`src/rtl/ckg_pkg.sv`:
```
// ---------------------------------------------------------------------------
// ckg_pkg
// Shared definitions for the activity-driven clock-gating controller:
//   - FSM state encoding (RUN, REQ, OFF, WAKE)
//   - idle / wake counter widths
//   - the fixed per-state output set and its decoder
// ---------------------------------------------------------------------------
package ckg_pkg;

  localparam int IDLE_W = 16;
  localparam int WAKE_W = 8;

  typedef enum logic [1:0] {
    RUN  = 2'd0,
    REQ  = 2'd1,
    OFF  = 2'd2,
    WAKE = 2'd3
  } ckg_state_e;

  typedef struct packed {
    logic cg_en;
    logic slp_req;
    logic rdy;
  } ckg_out_t;

  // Every state drives a fixed output set, so the outputs are a pure
  // function of the state.
  function automatic ckg_out_t ckg_decode(input ckg_state_e st);
    ckg_out_t o;
    unique case (st)
      RUN:     o = '{cg_en: 1'b1, slp_req: 1'b0, rdy: 1'b1};
      REQ:     o = '{cg_en: 1'b1, slp_req: 1'b1, rdy: 1'b1};
      OFF:     o = '{cg_en: 1'b0, slp_req: 1'b1, rdy: 1'b0};
      WAKE:    o = '{cg_en: 1'b1, slp_req: 1'b1, rdy: 1'b0};
      default: o = '{cg_en: 1'b1, slp_req: 1'b0, rdy: 1'b1};
    endcase
    return o;
  endfunction

endpackage

```
`src/rtl/ckg_if.sv`:
```
// ---------------------------------------------------------------------------
// ckg_if
// Sleep-negotiation handshake between the clock-gating controller and its
// gated domain.
//   ACT     : domain -> ctrl, 1 = busy this cycle
//   SLP_ACK : domain -> ctrl, domain has quiesced
//   SLP_REQ : ctrl -> domain, sleep request
//   RDY     : ctrl -> domain, gated clock running and stable
// Modports: master = controller side, slave = gated-domain side.
// ---------------------------------------------------------------------------
interface ckg_if;

  logic ACT;
  logic SLP_ACK;
  logic SLP_REQ;
  logic RDY;

  modport master (
    input  ACT,
    input  SLP_ACK,
    output SLP_REQ,
    output RDY
  );

  modport slave (
    output ACT,
    output SLP_ACK,
    input  SLP_REQ,
    input  RDY
  );

endinterface

```
`src/rtl/ckg_ctrl_icg.sv`:
```
// ---------------------------------------------------------------------------
// CKICG
// Integrated clock-gate cell: latch-based, glitch-free AND gate.
//   LIB : library selector
//   E   : functional enable
//   TE  : scan test enable (forces the clock on)
//   CK  : source clock
//   Q   : gated clock
// The enable is captured by a latch that is transparent while CK is low, so
// it can only change during the low phase and Q = CK & en never glitches.
// ---------------------------------------------------------------------------
module CKICG #(
  parameter string LIB = "PSC_L40"
) (
  input  logic E,
  input  logic TE,
  input  logic CK,
  output logic Q
);

  if (LIB == "PSC_L40") begin : g_psc_l40
    logic en_l;

    // NOTE: the enable latch is intentional; always_latch states that
    // explicitly instead of leaving an incomplete always_comb to infer one.
    always_latch begin
      if (!CK) en_l <= E | TE;
    end

    assign Q = CK & en_l;
  end else begin : g_generic
    // Libraries without a dedicated model share the same behavioural cell.
    logic en_l;

    always_latch begin
      if (!CK) en_l <= E | TE;
    end

    assign Q = CK & en_l;
  end

endmodule

```
`src/rtl/ckg_ctrl.sv`:
```
// ---------------------------------------------------------------------------
// ckg_ctrl
// Activity-driven clock-gating controller for one gated leaf domain.
// Counts idle cycles, negotiates sleep with the domain over ckg_if, and
// drives the enable of one CKICG instance.
// Parameters:
//   LIB      : library selector passed to CKICG
//   IDLE_CYC : consecutive idle cycles before SLP_REQ (1..65535)
//   WAKE_CYC : gated-clock cycles after wake before RDY (1..255)
// Ports:
//   CK    : free-running source clock
//   RST   : synchronous, active-high reset
//   BYP   : static bypass, forces the clock on / FSM in RUN
//   TE    : scan test enable, only reaches CKICG.TE
//   bus   : handshake (ACT, SLP_ACK in; SLP_REQ, RDY out)
//   CG_EN : registered ICG enable
//   GCK   : gated clock
//   ST    : current FSM state
// ---------------------------------------------------------------------------
module ckg_ctrl
  import ckg_pkg::*;
#(
  parameter string LIB      = "PSC_L40",
  parameter int    IDLE_CYC = 16,
  parameter int    WAKE_CYC = 2
) (
  input  logic       CK,
  input  logic       RST,
  input  logic       BYP,
  input  logic       TE,
  ckg_if.master      bus,
  output logic       CG_EN,
  output logic       GCK,
  output logic [1:0] ST
);

  localparam logic [IDLE_W-1:0] IDLE_LAST = IDLE_W'(IDLE_CYC - 1);
  localparam logic [WAKE_W-1:0] WAKE_LAST = WAKE_W'(WAKE_CYC - 1);

  ckg_state_e        state_q, state_d;
  logic [IDLE_W-1:0] idle_cnt_q, idle_cnt_d;
  logic [WAKE_W-1:0] wake_cnt_q, wake_cnt_d;
  ckg_out_t          out_q, out_d;

  logic wake_evt;
  assign wake_evt = bus.ACT | BYP;

  // NOTE: every combinational output gets a default first, so no path can
  // leave a signal unassigned and infer a latch.
  always_comb begin
    state_d    = state_q;
    idle_cnt_d = idle_cnt_q;
    wake_cnt_d = wake_cnt_q;

    unique case (state_q)
      RUN: begin
        if (wake_evt) begin
          idle_cnt_d = '0;
        end else begin
          if (idle_cnt_q != '1) idle_cnt_d = idle_cnt_q + 1'b1;
          if (idle_cnt_q == IDLE_LAST) state_d = REQ;
        end
      end
      REQ: begin
        // Activity or bypass aborts the request, even against SLP_ACK.
        if (wake_evt) begin
          state_d    = RUN;
          idle_cnt_d = '0;
        end else if (bus.SLP_ACK) begin
          state_d = OFF;
        end
      end
      OFF: begin
        if (wake_evt) begin
          state_d    = WAKE;
          wake_cnt_d = '0;
        end
      end
      WAKE: begin
        // ACT is ignored here; the clock has to settle before RUN.
        wake_cnt_d = wake_cnt_q + 1'b1;
        if (wake_cnt_q == WAKE_LAST) begin
          state_d    = RUN;
          idle_cnt_d = '0;
        end
      end
      default: begin
        state_d    = RUN;
        idle_cnt_d = '0;
        wake_cnt_d = '0;
      end
    endcase

    // Outputs are registered from the next state, so they always equal the
    // decode of the registered state without a combinational decoder on pins.
    out_d = ckg_decode(state_d);
  end

  // NOTE: sequential state uses non-blocking assignments so every flop
  // samples pre-edge values regardless of statement order.
  always_ff @(posedge CK) begin
    if (RST) begin
      state_q    <= RUN;
      idle_cnt_q <= '0;
      wake_cnt_q <= '0;
      out_q      <= ckg_decode(RUN);
    end else begin
      state_q    <= state_d;
      idle_cnt_q <= idle_cnt_d;
      wake_cnt_q <= wake_cnt_d;
      out_q      <= out_d;
    end
  end

  assign CG_EN       = out_q.cg_en;
  assign bus.SLP_REQ = out_q.slp_req;
  assign bus.RDY     = out_q.rdy;
  assign ST          = state_q;

  CKICG #(
    .LIB (LIB)
  ) u_icg (
    .E  (out_q.cg_en),
    .TE (TE),
    .CK (CK),
    .Q  (GCK)
  );

endmodule

```
`src/flat_wrapper.sv`:
```
// flat-port wrapper written by rule: the top's interface ports become plain ports
module ckg_ctrl_flat import ckg_pkg::*;
#(
  parameter string LIB      = "       ",
  parameter int    IDLE_CYC = 16,
  parameter int    WAKE_CYC = 2
)
  (CK, RST, BYP, TE, CG_EN, GCK, ST, bus_ACT, bus_SLP_ACK, bus_SLP_REQ, bus_RDY);
  ckg_if bus_i ();
  input  logic CK;
  input  logic RST;
  input  logic BYP;
  input  logic TE;
  output logic CG_EN;
  output logic GCK;
  output logic [1:0] ST;
  input wire logic [$bits(bus_i.ACT)-1:0] bus_ACT;
  input wire logic [$bits(bus_i.SLP_ACK)-1:0] bus_SLP_ACK;
  output wire logic [$bits(bus_i.SLP_REQ)-1:0] bus_SLP_REQ;
  output wire logic [$bits(bus_i.RDY)-1:0] bus_RDY;
  assign bus_i.ACT = bus_ACT;
  assign bus_i.SLP_ACK = bus_SLP_ACK;
  assign bus_SLP_REQ = bus_i.SLP_REQ;
  assign bus_RDY = bus_i.RDY;
  ckg_ctrl #(.LIB(LIB), .IDLE_CYC(IDLE_CYC), .WAKE_CYC(WAKE_CYC)) u_core (.CK(CK), .RST(RST), .BYP(BYP), .TE(TE), .bus(bus_i), .CG_EN(CG_EN), .GCK(GCK), .ST(ST));
endmodule
```
`config.mk`:
```
export PLATFORM = sky130hd
export DESIGN_NAME = ckg_ctrl_flat
export DESIGN_NICKNAME = d
export VERILOG_FILES = /design/src/rtl/ckg_pkg.sv /design/src/rtl/ckg_if.sv /design/src/rtl/ckg_ctrl_icg.sv /design/src/rtl/ckg_ctrl.sv /design/src/flat_wrapper.sv
export SDC_FILE = /design/constraint.sdc
export NUM_CORES = 1
export LEC_CHECK = 0
export BUFFER_PORTS_ARGS = -buffer_cell sky130_fd_sc_hd__buf_2
export CORE_MARGIN = 2
export CORE_UTILIZATION = 60
export DETAILED_ROUTE_END_ITERATION = 10
export GPL_ROUTABILITY_DRIVEN = 0
export PLACE_DENSITY_LB_ADDON = 0.25
export SETUP_SLACK_MARGIN = 0.02
export SYNTH_ARGS = -nofsm -noshare
export SYNTH_HDL_FRONTEND = slang
export SYNTH_SLANG_ARGS = --single-unit
```
`constraint.sdc`:
```
create_clock -name CK -period 5.4 [get_ports CK]
set_input_delay 1.08 -clock CK [delete_from_list [all_inputs] [get_ports CK]]
set_output_delay 1.08 -clock CK [all_outputs]
set_load 0.01 [all_outputs]
```
==> flow_summary_export.csv <==
group,metric,value,unit
outcome,status,"finished, final reports clean",
sta,fin_tns_setup,0,ns
worst_setup_path,rrSetupSlack,2.10,ns
synthesis,avgSynthCellArea,7.92,sq um
global_route,grt_pass1_vias,1444,
power_and_ir_drop,power.density,241,nW/um^2
finish,final_layout_size_suffix_gt1_frac,0.150,
sta,final-setup-viol-count,0,
synthesis,yosysTopAreaCell,"dfxtp_1",
global_route,globalRouteTotalUtil,0.273,
worst_setup_path,crit_fanout,1,
route,antenna_left,0,
route,drt-total-wl,3.75,mm
sta,finalHoldViolCount,0,
route,drcViolationCount,0,
synthesis,synthArstFlopShare,0,
global_route,grt_overflow,0,
worst_setup_path,slowest_delay,0.40,ns
synthesis,synth_cell_types,44,
sta,relSlewSlack,0.445,
global_route,grt_max_degree,25,
worst_setup_path,start_kind,"latch",
floorplanning,core,2500,sq um
floorplanning,die_x,55.5,um
floorplanning,fp.dieArea,3080,sq um
placement,dp_hpwl,2.51,mm
worst_setup_path,crit_chain,"and2_1 > buf_2",
clocking,ctsHoldBuffers,0,
finish,regArea,596,sq um
synthesis,synth_flop_cell,"dfxtp_1",
worst_setup_path,crit_slowest_cell,"dlxtn_1",
worst_setup_path,crit_family,"latches",
synthesis,synth_fa_ha_area_frac,0.0236,
clocking,worstSkewPairLatency,0.46,ns
synthesis,yosysWarnings,0,
sta,finalMaxSlewViolations,0,
global_route,antenna_found_initial,1,
placement,dpl_cell_area,1630,sq um
synthesis,synthesis.nets,210,
sta,max_slew.worst_pin.slew,0.826,ns
floorplanning,num_rows,18,
route,wl_per_cell,15.3,um
synthesis,synth_compound_area_frac,0.209,
synthesis,synth-xor-area-share,0,
power_and_ir_drop,power.leakage,0.622,nW
placement,post-place-ws,1.04,ns
hold_path,hold_class,"reg -> reg",
floorplanning,ios,12,
sta,fin_ws,0.543,ns
synthesis,synth_top_family_by_area,"simple AND/OR/NAND/NOR gates",
worst_setup_path,worst-path-buf-inv,1,
power_and_ir_drop,irDropWorstVdd,0.250,mV
finish,fillers,215,
route,routed_via_density,6.51,
floorplanning,die_h,55.5,um
finish,area_growth_syn_to_layout,7.15,%
synthesis,synth_common_cells,"dfxtp_1, nor2_1, nand2_1",
clocking,path_clk_slew,0.09,ns
finish,design_area,1710,sq um
run,maxCapViolations,0,
synthesis,syn-cell-area,1590,sq um
sta,fin_skew,0.0183,ns
worst_setup_path,cp.required,4.32,ns
synthesis,yosysMostFrequentCell,"dfxtp_1",
finish,nets,221,
power_and_ir_drop,fin_total_pwr,0.410,mW
synthesis,syn_inst,201,
route,drt_iter0_markers,132,
worst_setup_path,worst_ep_arrival_time,3.78,ns
floorplanning,initial_core_util,0.637,
clocking,cts_setup_buffers,0,
synthesis,synth_top_area_share,0.365,
sta,rsz0062_at_grt,"false",
synthesis,ys_seq_elements,30,
route,num_vias,1589,
synthesis,ys_top_cells_by_area,"dfxtp_1, nor2_1, nand2_1, a21oi_1, nor3_1",
finish,multiInputGateArea,918,sq um
synthesis,synth-edff-count,0,
synthesis,synth.area.mux_share,0.0330,
worst_setup_path,cp-end-kind,"output pin",
route,drtPass1Iterations,5,
synthesis,yosys.area_share.simple,0.311,
worst_setup_path,path_class,"latch -> out",
finish,final_core_util,0.682,
placement,portBuffers,11,
clocking,cts.repair.resized,0,
global_route,grt_pass1_wl,6.38,mm
clocking,cts_tree,"done",
registers in the layout, indices dropped and copies added (netlist names):
signal,cells
u_core.u_icg.g_generic.en_l,1
u_core.ST,2
u_core.bus.SLP_REQ,1
u_core.bus.RDY,1
u_core.CG_EN,1
u_core.wake_cnt_q,8
u_core.idle_cnt_q,16
per-stage QoR:
step / instances / hold WS [ns]
final: 244 / 0.493
after global routing: 244 / 0.522
after CTS: 243 / 0.499
after detailed placement: 232 / 0.487
after global placement: 232 / 0.472
after floorplan: 201 / 0.457
worst min-delay path: stages, from the launching register on:
cell and delay (ns):
dfxtp_1 0.34, nand2_1 0.06, a21oi_1 0.05
logic make-up after synthesis:
kind of cell	Yosys count
flops	29
fa+ha+maj	3
compound gates	49
simple gates	98
latches	1
buf+inv	16
mux	5
power by group:
part	internal, mW	switching [mW]	leakage, nW
Sequential	0.219	0.000481	0.242
Combinational	0.00414	0.0108	0.328
Clock	0.0826	0.0932	0.0521
cell type report:
| type | instances | share of cell area |
|---|---|---|
| Multi-Input combinational cell | 155 | 0.539 |
| Sequential cell | 30 | 0.349 |
| Clock buffer | 10 | 0.0404 |
| Timing Repair Buffer | 10 | 0.0293 |
| Tap cell | 30 | 0.0220 |
| Inverter | 6 | 0.0132 |
| Clock inverter | 2 | 0.00587 |
| Antenna cell | 1 | 0.00147 |
layer usage:
metal  track usage  routed length, um
met4         0.181                 76
met1         0.342               1630
met5             0                  0
met3         0.148                391
met2         0.354               1650
worst paths after layout:
check                                            startpoint  cells after the start                     endpoint
worst min register to register         u_core.idle_cnt_q[1]                      2         u_core.idle_cnt_q[1]
worst min-delay path                   u_core.idle_cnt_q[1]                      2         u_core.idle_cnt_q[1]
worst max-delay path            u_core.u_icg.g_generic.en_l                      2                          GCK
worst max register to register                 u_core.CG_EN                      1  u_core.u_icg.g_generic.en_l
cells in the final DEF (no fill, tap or decap), drive strengths merged, types with 2 or more instances in the layout:
cell type / Yosys / layout
o211a: 2 / 2
dfxtp: 29 / 29
and2: 2 / 2
nor2b: 3 / 3
and3: 3 / 3
mux2i: 3 / 3
inv: 6 / 6
nand3: 10 / 10
clkbuf: 6 / 9
or3: 2 / 2
a311oi: 2 / 2
clkinv: 0 / 2
a211oi: 2 / 2
buf: 4 / 11
ha: 3 / 3
nor4: 4 / 4
mux2: 2 / 2
o21ai: 11 / 11
a31oi: 3 / 3
a22oi: 5 / 5
or4: 3 / 3
nor3: 12 / 12
nor2: 27 / 27
a41oi: 2 / 2
a21oi: 14 / 14
a31o: 2 / 2
nand2: 20 / 20
nor3b: 2 / 2
nand4: 6 / 6
or2: 2 / 2
(Power assumes the default switching activity.)
